$ cat src/rtl/fp_shift_ctrl.sv
// Sequencer for the FPU mantissa shift register: ALIGN (right shift + sticky)
// and NORM (left shift by leading-zero count, exponent clamped at 1).
module fp_shift_ctrl #(
  parameter int unsigned MAN_W = 64,
  parameter int unsigned EXP_W = 11,
  localparam int unsigned SH_W = $clog2(MAN_W) + 2
) (
  input  logic             i_clk,
  input  logic             i_rst_n,
  input  logic             i_req_valid,
  output logic             o_req_ready,
  input  logic             i_req_op,
  input  logic [MAN_W-1:0] i_req_man,
  input  logic [EXP_W-1:0] i_req_exp,
  output logic             o_rsp_valid,
  input  logic             i_rsp_ready,
  output logic [MAN_W-1:0] o_rsp_man,
  output logic [EXP_W-1:0] o_rsp_exp,
  output logic             o_rsp_sticky,
  output logic             o_rsp_zero,
  output logic [MAN_W-1:0] o_sr_d,
  output logic             o_sr_en,
  output logic             o_sr_shift_en,
  output logic             o_sr_shift_right,
  output logic             o_sr_arithmetic,
  output logic             o_sr_right_most_1,
  output logic [SH_W-1:0]  o_sr_shift_n,
  input  logic [MAN_W-1:0] i_sr_q
);

  localparam int unsigned AW = ((EXP_W > SH_W) ? EXP_W : SH_W) + 1;
  localparam logic OP_ALIGN = 1'b0;

  typedef enum logic [1:0] {S_IDLE, S_SHIFT, S_RESP} state_t;

  state_t            r_state;
  state_t            w_state_nx;
  logic [EXP_W-1:0]  r_exp;
  logic              r_sticky;
  logic              r_zero;
  logic [SH_W-1:0]   w_lzc;
  logic [SH_W-1:0]   w_amt;
  logic [EXP_W-1:0]  w_exp;
  logic              w_sticky;
  logic              w_zero;
  logic              w_accept;
  logic              w_load_rsp;
  logic              w_clr_valid;

  assign o_req_ready       = (r_state == S_IDLE);
  assign o_sr_arithmetic   = 1'b0;
  assign o_sr_right_most_1 = 1'b0;
  assign w_accept          = i_req_valid && (r_state == S_IDLE);

  // Leading-zero count: the highest set bit is visited last and wins.
  always_comb begin
    w_lzc = SH_W'(MAN_W);
    for (int i = 0; i < int'(MAN_W); i++) begin
      if (i_req_man[i]) w_lzc = SH_W'(int'(MAN_W) - 1 - i);
    end
  end

  // Shift amount and result side-information for the presented command.
  always_comb begin
    w_amt    = '0;
    w_exp    = '0;
    w_sticky = 1'b0;
    w_zero   = 1'b0;
    if (i_req_op == OP_ALIGN) begin
      if (AW'(i_req_exp) >= AW'(MAN_W)) w_amt = SH_W'(MAN_W);
      else                              w_amt = SH_W'(i_req_exp);
      // Mask of the bits shifted out; a full-width shift masks every bit.
      w_sticky = |(i_req_man & ~({MAN_W{1'b1}} << w_amt));
    end else if (i_req_man == '0) begin
      w_zero = 1'b1;
    end else begin
      if (i_req_exp > EXP_W'(1)) begin
        if (AW'(w_lzc) < AW'(i_req_exp - EXP_W'(1))) w_amt = w_lzc;
        else                                          w_amt = SH_W'(i_req_exp - EXP_W'(1));
      end
      w_exp = i_req_exp - EXP_W'(w_amt);
    end
  end

  always_ff @(posedge i_clk or negedge i_rst_n) begin
    if (!i_rst_n) r_state <= S_IDLE;
    else          r_state <= w_state_nx;
  end

  // Next state plus the shift-register controls, live only on the accept cycle.
  always_comb begin
    w_state_nx       = r_state;
    w_load_rsp       = 1'b0;
    w_clr_valid      = 1'b0;
    o_sr_d           = '0;
    o_sr_en          = 1'b0;
    o_sr_shift_en    = 1'b0;
    o_sr_shift_right = 1'b0;
    o_sr_shift_n     = '0;
    case (r_state)
      S_IDLE: begin
        if (i_req_valid) begin
          w_state_nx       = S_SHIFT;
          o_sr_d           = i_req_man;
          o_sr_en          = 1'b1;
          o_sr_shift_en    = 1'b1;
          o_sr_shift_right = (i_req_op == OP_ALIGN);
          o_sr_shift_n     = w_amt;
        end
      end
      S_SHIFT: begin
        w_state_nx = S_RESP;
        w_load_rsp = 1'b1;
      end
      S_RESP: begin
        if (i_rsp_ready) begin
          w_state_nx  = S_IDLE;
          w_clr_valid = 1'b1;
        end
      end
      default: w_state_nx = S_IDLE;
    endcase
  end

  always_ff @(posedge i_clk or negedge i_rst_n) begin
    if (!i_rst_n) begin
      r_exp    <= '0;
      r_sticky <= 1'b0;
      r_zero   <= 1'b0;
    end else if (w_accept) begin
      r_exp    <= w_exp;
      r_sticky <= w_sticky;
      r_zero   <= w_zero;
    end
  end

  // Response registers hold until the consumer handshakes.
  always_ff @(posedge i_clk or negedge i_rst_n) begin
    if (!i_rst_n) begin
      o_rsp_valid  <= 1'b0;
      o_rsp_man    <= '0;
      o_rsp_exp    <= '0;
      o_rsp_sticky <= 1'b0;
      o_rsp_zero   <= 1'b0;
    end else if (w_load_rsp) begin
      o_rsp_valid  <= 1'b1;
      o_rsp_man    <= i_sr_q;
      o_rsp_exp    <= r_exp;
      o_rsp_sticky <= r_sticky;
      o_rsp_zero   <= r_zero;
    end else if (w_clr_valid) begin
      o_rsp_valid  <= 1'b0;
    end
  end

endmodule
$ cat config.mk
export PLATFORM = sky130hd
export DESIGN_NAME = fp_shift_ctrl
export DESIGN_NICKNAME = d
export VERILOG_FILES = /design/src/rtl/fp_shift_ctrl.sv
export SDC_FILE = /design/constraint.sdc
export NUM_CORES = 1
export LEC_CHECK = 0
export BUFFER_PORTS_ARGS = -buffer_cell sky130_fd_sc_hd__buf_2
export CAP_MARGIN = 20
export CORE_MARGIN = 5
export CORE_UTILIZATION = 38
export DETAILED_ROUTE_END_ITERATION = 8
export PLACE_DENSITY_LB_ADDON = 0.12
export SYNTH_ARGS = -nofsm -noshare
export SYNTH_HDL_FRONTEND = slang
export SYNTH_SLANG_ARGS = --single-unit
$ cat constraint.sdc
create_clock -name i_clk -period 4.7 [get_ports i_clk]
set_input_delay 0 -clock i_clk [delete_from_list [all_inputs] [get_ports i_clk]]
set_output_delay 0 -clock i_clk [all_outputs]
set_load 0.01 [all_outputs]
# Word-level counts from Yosys, hierarchy flattened
# Index checks and enable logic that the tools add are counted.
totals:
  register_bits: 93
  inputBits: 144
  output_inout_bits: 156
  wordCells: 122
classes:
  addsub: 3
  n_lt_le_gt_ge: 3
  eq_ne: 4
  shift: 1
  n_mux: 93
  bitwise: 3
  n_reduce_logical: 6
op_table:
  columns: ["cell", "n"]
  rows:
  - ["8-bit 2-to-1 mux", 70]
  - ["64-bit 2-to-1 mux", 2]
  - ["64-bit bitwise AND", 1]
  - ["64-bit zero test", 1]
  - ["64-bit NOT", 1]
  - ["64-bit OR reduction", 1]
  - ["64-bit by 8-bit left shift with 64-bit output, first input constant", 1]
  - ["7-bit 2-to-1 mux", 4]
  - ["11-bit 2-to-1 mux", 2]
  - ["8-bit by 12-bit < comparator with 1-bit output", 1]
  - ["1-bit 2-to-1 mux", 12]
  - ["11-bit by 1-bit subtractor with 12-bit output, second input constant", 1]
  - ["11-bit by 7-bit >= comparator with 1-bit output, second input constant", 1]
  - ["11-bit by 1-bit > comparator with 1-bit output, second input constant", 1]
  - ["11-bit by 8-bit subtractor with 11-bit output", 1]
  - ["8-bit by 1-bit subtractor with 8-bit output, second input constant", 1]
  - ["2-bit one-hot mux with 3 select lines", 1]
  - ["2-bit 2-to-1 mux", 2]
  - ["2-bit != test, second input constant", 2]
  - ["2-bit by 1-bit equality test with 1-bit output, second input constant", 1]
  - ["2-bit equality test, second input constant", 1]
  - ["2-bit zero test", 1]
  - ["2-bit AND reduction", 1]
  - ["2-bit nonzero test", 1]
  - ["other kinds (2)", 2]

# Logic depth before layout (Yosys ltp)
# Gate-level depths: netlist (run 1).
depth:
  ltp_word: 73
  depth_mapped: 25

# Least setup slack after synthesis (run 1)
# No wires, ideal clock.
synth_timing:
  path_type: "input to register"
  startpoint: "in i_req_man[56]"
  endpoint: "reg r_exp[10]"
  arrival_ns: 4.284
  required_ns: 4.571
  slack_ns: 0.287
  path_stages: 23
  cell_sequence: "or4_1 > nor4_1 > nand4_1 > inv_1 > ha_1 > nor2_1 > a2111o_1 > nor3_1 > a22o_1 > clkbuf_1 > nand2_1 > a22oi_1 > and2_1 > ha_1 > fa_1 > nor2b_1 > o21ai_0 > a21boi_0 > o21ai_0 > nand2b_1 > a311oi_1 > xnor2_1 > o21ai_0"
synth_between:
  elab_chain_len: 16
synth_lines:
  columns: ["element", "line", "text"]
  rows:
  - ["start: declaration", "13", "input logic [MAN_W-1:0] i_req_man,"]
  - ["8-bit 2-to-1 mux (8 in series)", "59", "if (i_req_man[i]) w_lzc = SH_W'(int'(MAN_W) - 1 - i);"]
  - ["8-bit by 12-bit < comparator with 1-bit output", "78", "if (AW'(w_lzc) < AW'(i_req_exp - EXP_W'(1))) w_amt = w_lzc;"]
  - ["8-bit 2-to-1 mux", "78", null]
  - ["8-bit 2-to-1 mux", "77", "if (i_req_exp > EXP_W'(1)) begin"]
  - ["8-bit 2-to-1 mux", "74", "end else if (i_req_man == '0) begin"]
  - ["8-bit 2-to-1 mux", "69", "if (i_req_op == OP_ALIGN) begin"]
  - ["11-bit by 8-bit subtractor with 11-bit output", "81", "w_exp = i_req_exp - EXP_W'(w_amt);"]
  - ["11-bit 2-to-1 mux *", "74", null]
  - ["11-bit 2-to-1 mux *", "69", null]
  - ["end signal: assignment", "131", "r_exp <= w_exp;"]
  - ["end: declaration", "38", "logic [EXP_W-1:0] r_exp;"]
# Mark *: on every way between the ends. The rest lies on a longest branch, timed or not. The select of a mux whose other input is x is not followed.
# A chain may end at the register's enable or synchronous reset.

# Final worst setup path (run 1)
layout_timing:
  startpoint: "in i_req_man[58]"
  endpoint: "reg r_exp[10]"
layout_between:
  elab_chain_len: 14
layout_lines:
  columns: ["element", "line"]
  rows:
  - ["8-bit 2-to-1 mux (6 in series)", "59"]
  - ["8-bit by 12-bit < comparator with 1-bit output", "78"]
  - ["8-bit 2-to-1 mux", "78"]
  - ["8-bit 2-to-1 mux", "77"]
  - ["8-bit 2-to-1 mux", "74"]
  - ["8-bit 2-to-1 mux", "69"]
  - ["11-bit by 8-bit subtractor with 11-bit output", "81"]
  - ["11-bit 2-to-1 mux *", "74"]
  - ["11-bit 2-to-1 mux *", "69"]
# Marks and branches as above.

==> results of run 1 <==
[worst min-delay path by stage]
stage / end
after floorplan: o_rsp_exp[0]
after global placement: o_rsp_man[16]
after detailed placement: o_rsp_man[0]
after CTS: r_exp[10]
after global routing: r_exp[10]
final: r_exp[10]
[final cells by class]
cell class                      instances  area share [%]
Multi-Input combinational cell        577            39.6
Timing Repair Buffer                  481            30.3
Sequential cell                        93            23.2
Tap cell                              225            2.81
Clock buffer                            9            2.25
Inverter                               29            1.09
Clock inverter                          7           0.749
[kinds of logic after synthesis]
| kind of cell | Yosys count | share of synthesized area, % |
|---|---|---|
| other | 2 | 0.115 |
| flip-flops | 93 | 35.5 |
| multiplexers | 77 | 13.2 |
| adder cells (fa/ha/maj) | 20 | 3.82 |
| buffers and inverters | 71 | 4.47 |
| XOR/XNOR | 10 | 1.34 |
| AO/OA/AOI/OAI | 191 | 19.7 |
| AND/OR/NAND/NOR | 275 | 21.8 |
[routing by layer]
metal	up-vias	GRT usage [%]	wire [um]
li1	3655	-	-
met1	3544	30.5	10600
met2	336	43.1	12600
met3	36	4.04	1980
met4	0	7.24	576
met5	-	0	0
[registers in the layout, summed over array words and instances, names as in the netlist]
signal / count
o_rsp_man: 64
o_rsp_exp: 11
r_exp: 11
r_state: 2
o_rsp_sticky: 1
o_rsp_valid: 1
o_rsp_zero: 1
r_sticky: 1
r_zero: 1
[stage by stage]
step | setup TNS, ns | hold slack (ns)
3_5_place_dp | -0.389 | -0.0148
3_3_place_gp | -0.0955 | -0.0196
5_1_grt | 0 | 0.0379
6_report | 0 | 0.0336
2_1_floorplan | 0 | -0.296
4_1_cts | 0 | 0.00717
[report_power, final]
group / total (uW) / leakage [uW] / switching (uW) / internal [uW]
Clock: 711 / 0.000145 / 334 / 377
Combinational: 1920 / 0.00372 / 991 / 932
Sequential: 1380 / 0.00113 / 197 / 1190
[synth_stat cells, types with 4 or more instances]
| master | number | area [um^2] |
|---|---|---|
| mux2_2 | 77 | 867 |
| inv_1 | 29 | 109 |
| o21a_1 | 17 | 128 |
| nand3_1 | 11 | 55.1 |
| nor2b_1 | 7 | 43.8 |
| or4_1 | 15 | 113 |
| a221o_1 | 4 | 40.0 |
| ha_1 | 16 | 200 |
| a21boi_0 | 6 | 45.0 |
| nand2_1 | 45 | 169 |
| o211ai_1 | 11 | 82.6 |
| a211oi_1 | 4 | 30.0 |
| xnor2_1 | 8 | 70.1 |
| nand2b_1 | 5 | 31.3 |
| o21ai_0 | 54 | 270 |
| a21oi_1 | 27 | 135 |
| buf_4 | 4 | 30.0 |
| a22o_1 | 4 | 35.0 |
| o221ai_1 | 5 | 43.8 |
| o31ai_1 | 8 | 60.1 |
| clkbuf_1 | 31 | 116 |
| nand4_1 | 4 | 25.0 |
| or2_2 | 4 | 25.0 |
| nor3_1 | 19 | 95.1 |
| and3_1 | 54 | 338 |
| o22ai_1 | 5 | 31.3 |
| or3_1 | 6 | 37.5 |
| nor2_1 | 73 | 274 |
| a31oi_1 | 7 | 43.8 |
| nor4_1 | 16 | 100 |
| dfrtp_1 | 93 | 2330 |
| and2_1 | 5 | 31.3 |
| a21o_1 | 6 | 45.0 |
[timing repair]
item,in CTS,in global routing
endpoints found under the hold margin,101,0
gates resized for setup,0,6
hold buffers,67,0
setup endpoints to repair,0,5
[worst reg2reg max path: cells and delay by family, from the launching register on]
kind | cells | cell delay (ns)
simple gates | 3 | 0.43
flops | 1 | 0.44
compound gates | 3 | 0.96
buf+inv | 2 | 0.58
==> summary.txt, run 1 <==
status = finished clean
clock tree buffer depth = 2
Die Ht = 141 um
commonest non-fill, non-tap cells in the layout = buf_2, buf_4, dfrtp_1
Power, Total = 4020 uW
largest delay contributor family on the critical path = simple AND/OR/NAND/NOR gates
leakage power = 0.00499 uW
drt drc = 0
Critical R2R Capture = r_sticky
Critical Path, Cell by Cell = buf_2 -> or4_1 -> nor4_1 -> buf_4 -> nand4_1 -> inv_1 -> ha_1 -> nor2_1 -> a2111o_1 -> nor3_2 -> a22o_1 -> buf_4 -> a22oi_2 -> and2_1 -> ha_1 -> fa_1 -> nor2b_1 -> o21ai_1 -> a21boi_0 -> o21ai_0 -> nand2b_1 -> a311oi_2 -> xnor2_1 -> o21ai_0
WS Path Type = in -> reg
fin crit share = 93.7%
Non-Filler Instances = 1421
Least-Margin Pin Slew = 0.907 ns
share of layout cells above drive strength 1 = 44.1%
worst-path maximum fanout = 4
crit path DAT = 4.61 ns
WP data required = 4.91 ns
CP endpoint = r_exp[10]
Fillers = 1551
Setup crit end kind = flop
Die Wd = 141 um
worst setup margin = 0.298 ns
worst skew pair latency = 0.34 ns
critical path depth = 24
area of the multi-input gates = 0.00397 mm^2
commonest non-fill, non-tap cell in the layout = buf_2
Synthesis Warnings = 0
async set-or-reset flop fraction in the synthesized netlist = 100%
clk slew on worst S/H paths = 0.07 ns
worst r2r src = r_state[1]
vias in the first global route = 7464
endpoints failing setup = 0
PwrDens = 400 mW/mm^2
gp weighted congestion = 0.944
max_cap viols = 0
ANT cells = 0
final hold vios = 0
DR pass1 iterations = 5
class of the worst hold path = in -> reg
IO Count = 300
clock skew = 0.00988 ns
gr ovfl total = 0
Setup Buffers After CTS = 0
Layout area overhead = 53.1%
remaining antenna violation count = 0
final instance area = 0.0100 mm^2
register area share after synthesis = 35.5%
Buf/Inv on CP = 4
fmax = 0.227 GHz
pre-CTS WS = -0.169 ns
TritonCTS buffer count = 9
EDFF count, synth = 0
Reg area = 0.00233 mm^2
wirelength, routed = 25800 um
Cell Area, Synth = 0.00655 mm^2
top_reg_cell synth = dfrtp_1
initial antenna violation count = 0
post-synthesis cell count = 739
min-delay src = i_req_exp[10]
RSZ-0062 raised after global routing = no
port bufs = 296
Hold Path Depth = 3
reg-to-reg slack, setup = 2.17 ns
H-tree Lvls = 3
Worst VDD drop = 0.000256 V
FP Rows = 48
total die area = 0.0200 mm^2
FF-to-FF path depth = 8
buffer type at the clock tree root = clkbuf_16
CTS tree = built
Seq cells post-synth = 93
startpoint types = input pin
DR WL/cell = 18.2 um
pin count of the biggest net entering global routing = 59
Slew Limit Fails = 0
CORE AREA = 0.0171 mm^2
min Tclk post-route = 4.40 ns
Cells after DPL = 1338
Core Util, Final = 58.6%
Mapped Avg Cell Area = 8.87 um^2
synth unique cells = 72
dpl hpwl = 19900 um
CP startpoint = i_req_man[58]
first-pass GRT wire length = 39500 um
max_slew headroom = 39.1%
via count = 7571
Slowest Stage Delay on Critical Path = 0.56 ns
clock sinks = 93
GRT Util Overall = 24.3%
initial core utilization = 38.3%
area post-placement = 0.00904 mm^2
critical path's slowest cell = or4_1
Nets = 1352
via/cell ratio = 5.33
DRT iter0 DRCs = 353
Power figures use the tool's default switching activity.
==> inputs of run 2 (changes only) <==
- ABC_AREA: not set -> 1
- TNS_END_PERCENT: not set -> 10
==> run 2 against run 1 <==
  * The run now ends with negative setup slack left
  * Clock skew about the same
  * Sequential cell count stayed put
  * Die area fell by 2.7%
  * Utilization rose by 0.31 points
  * Worst hold slack better by 0.027 ns
  * Clock power down 3.1%
  * Cell count rose by 16%
  * Largest cell class unchanged
  * Sequential share of layout area increased by 0.70 points
  * Register-to-register slack improved by 0.02 ns
==> summary.txt, run 2 <==
status = finished, violations left
violated checks = negative setup slack
final instance area = 0.00973 mm^2 (-2.9%)
endpoints failing setup = 7 (+7)
fin crit share = 110% (+16 points)
Die Wd = 139 um (-1.4%)
CTS tree = built
top_reg_cell synth = dfrtp_1
pin count of the biggest net entering global routing = 67 (+14%)
largest registers = o_rsp_man (64), o_rsp_exp (11), r_exp (11)
class of the worst hold path = in -> reg
drt drc = 0 (unchanged)
register area share after synthesis = 36.6% (+1.1 points)
post-synthesis cell count = 997 (+35%)
Layout area overhead = 53.1% (about the same)
Power, Total = 3830 uW (-4.6%)
max reg flops = 64 (unchanged)
clock tree buffer depth = 2 (unchanged)
max_cap viols = 0 (unchanged)
Non-Filler Instances = 1651 (+16%)
DR WL/cell = 15.3 um (-16%)
port bufs = 296 (unchanged)
Cell Area, Synth = 0.00636 mm^2 (-2.9%)
critical path's slowest cell = ha_4
Cells after DPL = 1558 (+16%)
cell taking the most area after synthesis = dfrtp_1
most frequent cell after synthesis = nand2_1
gp weighted congestion = 0.929 (-1.6%)
first-pass GRT wire length = 39800 um (+0.77%)
worst skew pair latency = 0.33 ns (about the same)
vias in the first global route = 7576 (+1.5%)
Synth Area in Simple Gates = 36.5% (+15 points)
Synthesis Warnings = 0 (unchanged)
gr ovfl total = 0 (unchanged)
max_slew headroom = 31.6% (-7.4 points)
async set-or-reset flop fraction in the synthesized netlist = 100% (unchanged)
leakage power = 0.00563 uW (+13%)
synth unique cells = 40 (-44%)
WS Path Type = in -> reg
Seq cells post-synth = 93 (unchanged)
WP data required = 4.90 ns (about the same)
pre-CTS WS = -0.829 ns (-0.660 ns)
startpoint types = input pin
via/cell ratio = 4.77 (-10%)
clock skew = 0.00941 ns (-0.000471 ns)
Slew Limit Fails = 0 (unchanged)
wirelength, routed = 25300 um (-2.0%)
via count = 7883 (+4.1%)
share of the synthesized area in the top cell type = 36.6% (+1.1 points)
crit path DAT = 5.36 ns (+0.75 ns)
post-synthesis adder-cell area fraction = 3.46% (-0.36 points)
clock sinks = 93 (unchanged)
commonest non-fill, non-tap cell in the layout = nand2_1
synth cell count leaders = nand2_1, nor2_1, inv_1
dpl hpwl = 19600 um (-1.4%)
Die Ht = 139 um (-1.4%)
DRT iter0 DRCs = 502 (+42%)
compound-gate portion of the synthesized area = 11.1% (-8.6 points)
fmax = 0.194 GHz (-15%)
GRT Util Overall = 25.0% (+0.62 points)
commonest non-fill, non-tap cells in the layout = nand2_1, buf_2, nor2_1
final hold vios = 0 (unchanged)
Nets = 1586 (+17%)
Setup crit end kind = flop
EDFF count, synth = 0 (unchanged)
worst-path maximum fanout = 6 (+2)
RSZ-0062 raised after global routing = yes
TritonCTS buffer count = 9 (unchanged)
largest family of logic cells by synthesized area = simple AND/OR/NAND/NOR gates
share of layout cells above drive strength 1 = 31.6% (-12 points)
PwrDens = 394 mW/mm^2 (-1.7%)
initial core utilization = 38.5% (+0.21 points)
crit-path most repeated cell = nand2_1
clk slew on worst S/H paths = 0.06 ns (about the same)
worst setup margin = -0.457 ns (-0.755 ns)
area post-placement = 0.00858 mm^2 (-5.0%)
Worst VDD drop = 0.000272 V (+6.2%)
Reg with most FFs = o_rsp_man
DR pass1 iterations = 5 (unchanged)
Mapped Avg Cell Area = 6.38 um^2 (-28%)
FP Rows = 47 (-2.1%)
Least-Margin Pin Slew = 1.02 ns (+0.115 ns)
CORE AREA = 0.0165 mm^2 (-3.5%)
synth top area cells = dfrtp_1, nand2_1, nor2_1
initial antenna violation count = 1 (+1)
area of the multi-input gates = 0.00348 mm^2 (-12%)
IO Count = 300 (unchanged)
Slowest Stage Delay on Critical Path = 0.27 ns (-0.29 ns)
hold_ws = 0.0605 ns (+0.0269 ns)
remaining antenna violation count = 0 (unchanged)
min Tclk post-route = 5.16 ns (+0.755 ns)
H-tree Lvls = 3 (unchanged)
Reg area = 0.00233 mm^2 (unchanged)
Fillers = 1584 (+2.1%)
mux share of post-synthesis cell area = 0% (-13 points)
Post-Synth XOR/XNOR Area = 1.38% (+0.040 points)
total die area = 0.0194 mm^2 (-2.7%)
buffer type at the clock tree root = clkbuf_16
-- run 2: cell types whose count changed after synthesis, moves of 21 or more --
cell     previous run  this run
nand2_1            45       360
inv_1              29       115
nor2_1             73       155
mux2_2             77         0
and3_1             54         1
inv_2               0        23
o21ai_0            54        33
-- run 2: final timing paths --
check                         startpoint             to  slack (ns)  cells after the start
min reg2reg                o_rsp_man[21]  o_rsp_man[21]        0.46                      2
max in group asynchronous        i_rst_n  o_rsp_man[35]        3.45                      3
max                         i_req_man[0]       r_exp[9]       -0.46                     89
min in group asynchronous        i_rst_n  o_rsp_man[51]        0.20                      2
min                         i_req_exp[8]       r_exp[8]        0.06                      3
max reg2reg                   r_state[1]       r_exp[5]        2.19                      7
-- run 2: layout make-up --
| type | count | share of cell area, % |
|---|---|---|
| well taps | 220 | 2.83 |
| repair buffers | 448 | 28.9 |
| inverters | 147 | 5.67 |
| diodes | 1 | 0.0257 |
| multi-input cells | 726 | 35.7 |
| flip-flops and latches | 93 | 23.9 |
| clock buffers | 9 | 2.31 |
| clock inverters | 7 | 0.656 |
-- run 2: what timing repair did --
| item | 4_1_cts | 5_1_grt |
|---|---|---|
| setup endpoints to repair | 7 | 17 |
| pin swaps | 5 | 27 |
| gates resized for setup | 5 | 15 |
| setup buffers | 3 | 5 |
| hold buffers | 68 | 0 |
| endpoints found under the hold margin | 109 | 0 |
-- run 2: worst max-delay path: cells and delay by family --
kind	cells	cell delay (ns)
buffers and inverters	5	0.37
AOI/OAI and AO/OA	4	0.56
adders and majority gates	1	0.27
xor gates and xnor gates	1	0.14
and+or+nand+nor	78	3.99
-- run 2: power breakdown --
group          total (uW)  switching, uW  internal (uW)
clock                 689            281            409
sequential           1340            172           1170
combinational        1800           1120            684
-- run 2: per-stage QoR --
| step | setup TNS, ns | utilization [%] |
|---|---|---|
| finish | -2.18 | 58.9 |
| global route | -11.73 | 58.9 |
| CTS | -1.77 | 58.1 |
| detailed placement | -4.83 | 51.9 |
| global placement | -4.29 | 51.9 |
| floorplan | -0.688 | - |
-- run 2: logic make-up after synthesis --
| kind of cell | Yosys count |
|---|---|
| XOR/XNOR | 10 |
| other | 2 |
| AND/OR/NAND/NOR | 579 |
| AO/OA/AOI/OAI | 116 |
| buffers and inverters | 180 |
| flip-flops | 93 |
| adder cells (fa/ha/maj) | 17 |
-- run 2: layer usage --
layer / GRT usage [%] / wire (um) / vias up / share of wire (%)
met2: 42.7 / 12100 / 336 / 48
li1: - / - / 3967 / -
met1: 32.0 / 10700 / 3537 / 42
met4: 7.98 / 679 / 0 / 2.7
met3: 4.60 / 1830 / 43 / 7.2
met5: 0 / 0 / - / 0
==> inputs of run 3 (changes only) <==
- PLACE_DENSITY: not set -> 0.66
- PLACE_DENSITY_LB_ADDON: 0.12 -> not set
==> run 3 against run 2 <==
  * The run still ends with negative setup slack left
  * Sequential share of layout area is 0.51 points higher
  * Worst hold slack worse by 0.027 ns
  * Combinational power hardly changed
  * Die area stayed put
  * Total power is 0.60% higher
  * Global-route usage is 0.081 points lower
  * Final area is 2.1% lower
  * Cell count is 1.6% lower
  * Register-to-register slack better by 0.06 ns
  * Worst setup slack worse by 0.020 ns
  * Clock power is 3.6% higher
  * Critical path depth is 1 higher
  * Critical path type unchanged
  * Critical endpoint unchanged
==> summary.txt, run 3 (synthesized netlist as in run 2, its figures left out) <==
status = finished, violations left
violated checks = negative setup slack
setup TNS = -2.06 ns (+0.116 ns)
Layout area overhead = 49.9%
total die area = 0.0194 mm^2 (unchanged)
Least-Margin Pin Slew = 0.876 ns (-0.146 ns)
DR WL/cell = 15.5 um (+1.2%)
max_slew headroom = 41.4% (+9.8 points)
GRT Util Overall = 24.9% (-0.081 points)
clock skew = 0.00572 ns (-0.00369 ns)
worst setup margin = -0.476 ns (-0.0195 ns)
largest delay contributor family on the critical path = simple AND/OR/NAND/NOR gates
clk slew on worst S/H paths = 0.07 ns (about the same)
min Tclk post-route = 5.18 ns (+0.0195 ns)
Cells after DPL = 1537 (-1.3%)
share of layout cells above drive strength 1 = 30.3% (-1.3 points)
gp weighted congestion = 1.01 (+8.4%)
Setup crit end kind = flop
pin count of the biggest net entering global routing = 67 (unchanged)
Core Util, Final = 57.7% (-1.2 points)
DR WL met3 = 2050 um (+12%)
critical path's slowest cell = ha_1
DRT iter0 DRCs = 493 (-1.8%)
Buf/Inv on CP = 6 (+1)
commonest non-fill, non-tap cells in the layout = nand2_1, buf_2, nor2_1
gr ovfl total = 0 (unchanged)
Worst VDD drop = 0.000221 V (-18%)
CORE AREA = 0.0165 mm^2 (unchanged)
Slowest Stage Delay on Critical Path = 0.28 ns (about the same)
initial antenna violation count = 1 (unchanged)
wl on met1 = 10200 um (-4.8%)
IO Count = 300 (unchanged)
WP data required = 4.90 ns (about the same)
Non-Filler Instances = 1625 (-1.6%)
top sig layer = met4
commonest non-fill, non-tap cell in the layout = nand2_1
clock tree buffer depth = 2 (unchanged)
TritonCTS buffer count = 9 (unchanged)
crit-path most repeated cell = nand2_1
dpl hpwl = 19100 um (-2.7%)
class of the worst hold path = in -> reg
Slew Limit Fails = 0 (unchanged)
max reg flops = 64 (unchanged)
Die Wd = 139 um (unchanged)
leakage power = 0.00551 uW (-2.2%)
Die Ht = 139 um (unchanged)
fin crit share = 110% (+0.42 points)
pre-CTS WS = -0.825 ns (+0.00383 ns)
DR pass1 iterations = 5 (unchanged)
startpoint types = input pin
worst skew pair latency = 0.33 ns (about the same)
clock sinks = 93 (unchanged)
buffer type at the clock tree root = clkbuf_16
wirelength, routed = 25200 um (-0.42%)
via/cell ratio = 4.87 (+1.9%)
initial core utilization = 38.5% (unchanged)
FP Rows = 47 (unchanged)
worst-path maximum fanout = 5 (-1)
Nets = 1561 (-1.6%)
vias in the first global route = 7663 (+1.1%)
final hold vios = 0 (unchanged)
port bufs = 296 (unchanged)
RSZ-0062 raised after global routing = yes
via count = 7906 (+0.29%)
CTS tree = built
WS Path Type = in -> reg
Reg with most FFs = o_rsp_man
PwrDens = 405 mW/mm^2 (+2.8%)
largest registers = o_rsp_man (64), o_rsp_exp (11), r_exp (11)
remaining antenna violation count = 0 (unchanged)
endpoints failing setup = 6 (-1)
crit path DAT = 5.38 ns (+0.02 ns)
Power, Total = 3860 uW (+0.60%)
drt drc = 0 (unchanged)
fmax = 0.193 GHz (-0.38%)
H-tree Lvls = 3 (unchanged)
wire length on met2 = 12300 um (+1.7%)
max_cap viols = 0 (unchanged)
first-pass GRT wire length = 40100 um (+0.76%)
[run 3: tightest hold or removal path: cells and delay by family]
| kind | cells | cell delay [ns] |
|---|---|---|
| AND/OR/NAND/NOR | 1 | 0.10 |
| buffers and inverters | 2 | 0.15 |
| AO/OA/AOI/OAI | 1 | 0.08 |
[run 3: cell type report]
class / count / area, um^2
Antenna cell: 1 / 2.50
Clock buffer: 9 / 225
Clock inverter: 6 / 71.3
Fill cell: 1601 / 6990
Inverter: 147 / 552
Multi-Input combinational cell: 726 / 3470
Sequential cell: 93 / 2330
Tap cell: 220 / 275
Timing Repair Buffer: 423 / 2610
[run 3: power breakdown]
part	total (uW)	leakage [uW]	internal (uW)	switching [uW]
clock	714	0.000144	415	299
sequential	1350	0.00117	1170	181
combinational	1790	0.00420	676	1110
total	3860	0.00551	2260	1590
[run 3: timing repair]
action                                  4_1_cts  5_1_grt
setup buffers                                 1        3
pin swaps                                     6        9
endpoints found under the hold margin       107        0
hold buffers                                 68        0
resized for setup                             5       11
endpoints found under the setup margin        7       18
[run 3: final timing paths]
kind | start | end | slack (ns) | depth (start not counted)
setup / recovery | i_req_man[1] | r_exp[9] | -0.48 | 90
hold / removal | i_req_exp[10] | r_exp[10] | 0.03 | 4
setup reg to reg | r_state[1] | r_exp[5] | 2.25 | 7
hold reg to reg | o_rsp_man[6] | o_rsp_man[6] | 0.47 | 2
max in group asynchronous | i_rst_n | o_rsp_man[30] | 3.43 | 3
min in group asynchronous | i_rst_n | o_rsp_man[54] | 0.19 | 2
[run 3: routing by layer]
layer / GRT usage [%] / vias up
met3: 5.39 / 52
met1: 31.4 / 3556
li1: - / 3922
met2: 42.7 / 376
met5: 0 / -
met4: 7.62 / 0
[run 3: through the flow]
step / cell area [um^2] / hold slack (ns)
2_1_floorplan: 6380 / -0.296
3_3_place_gp: 8420 / -0.000799
3_5_place_dp: 8420 / 0.00118
4_1_cts: 9440 / 0.0159
5_1_grt: 9530 / 0.0476
6_report: 9530 / 0.0333
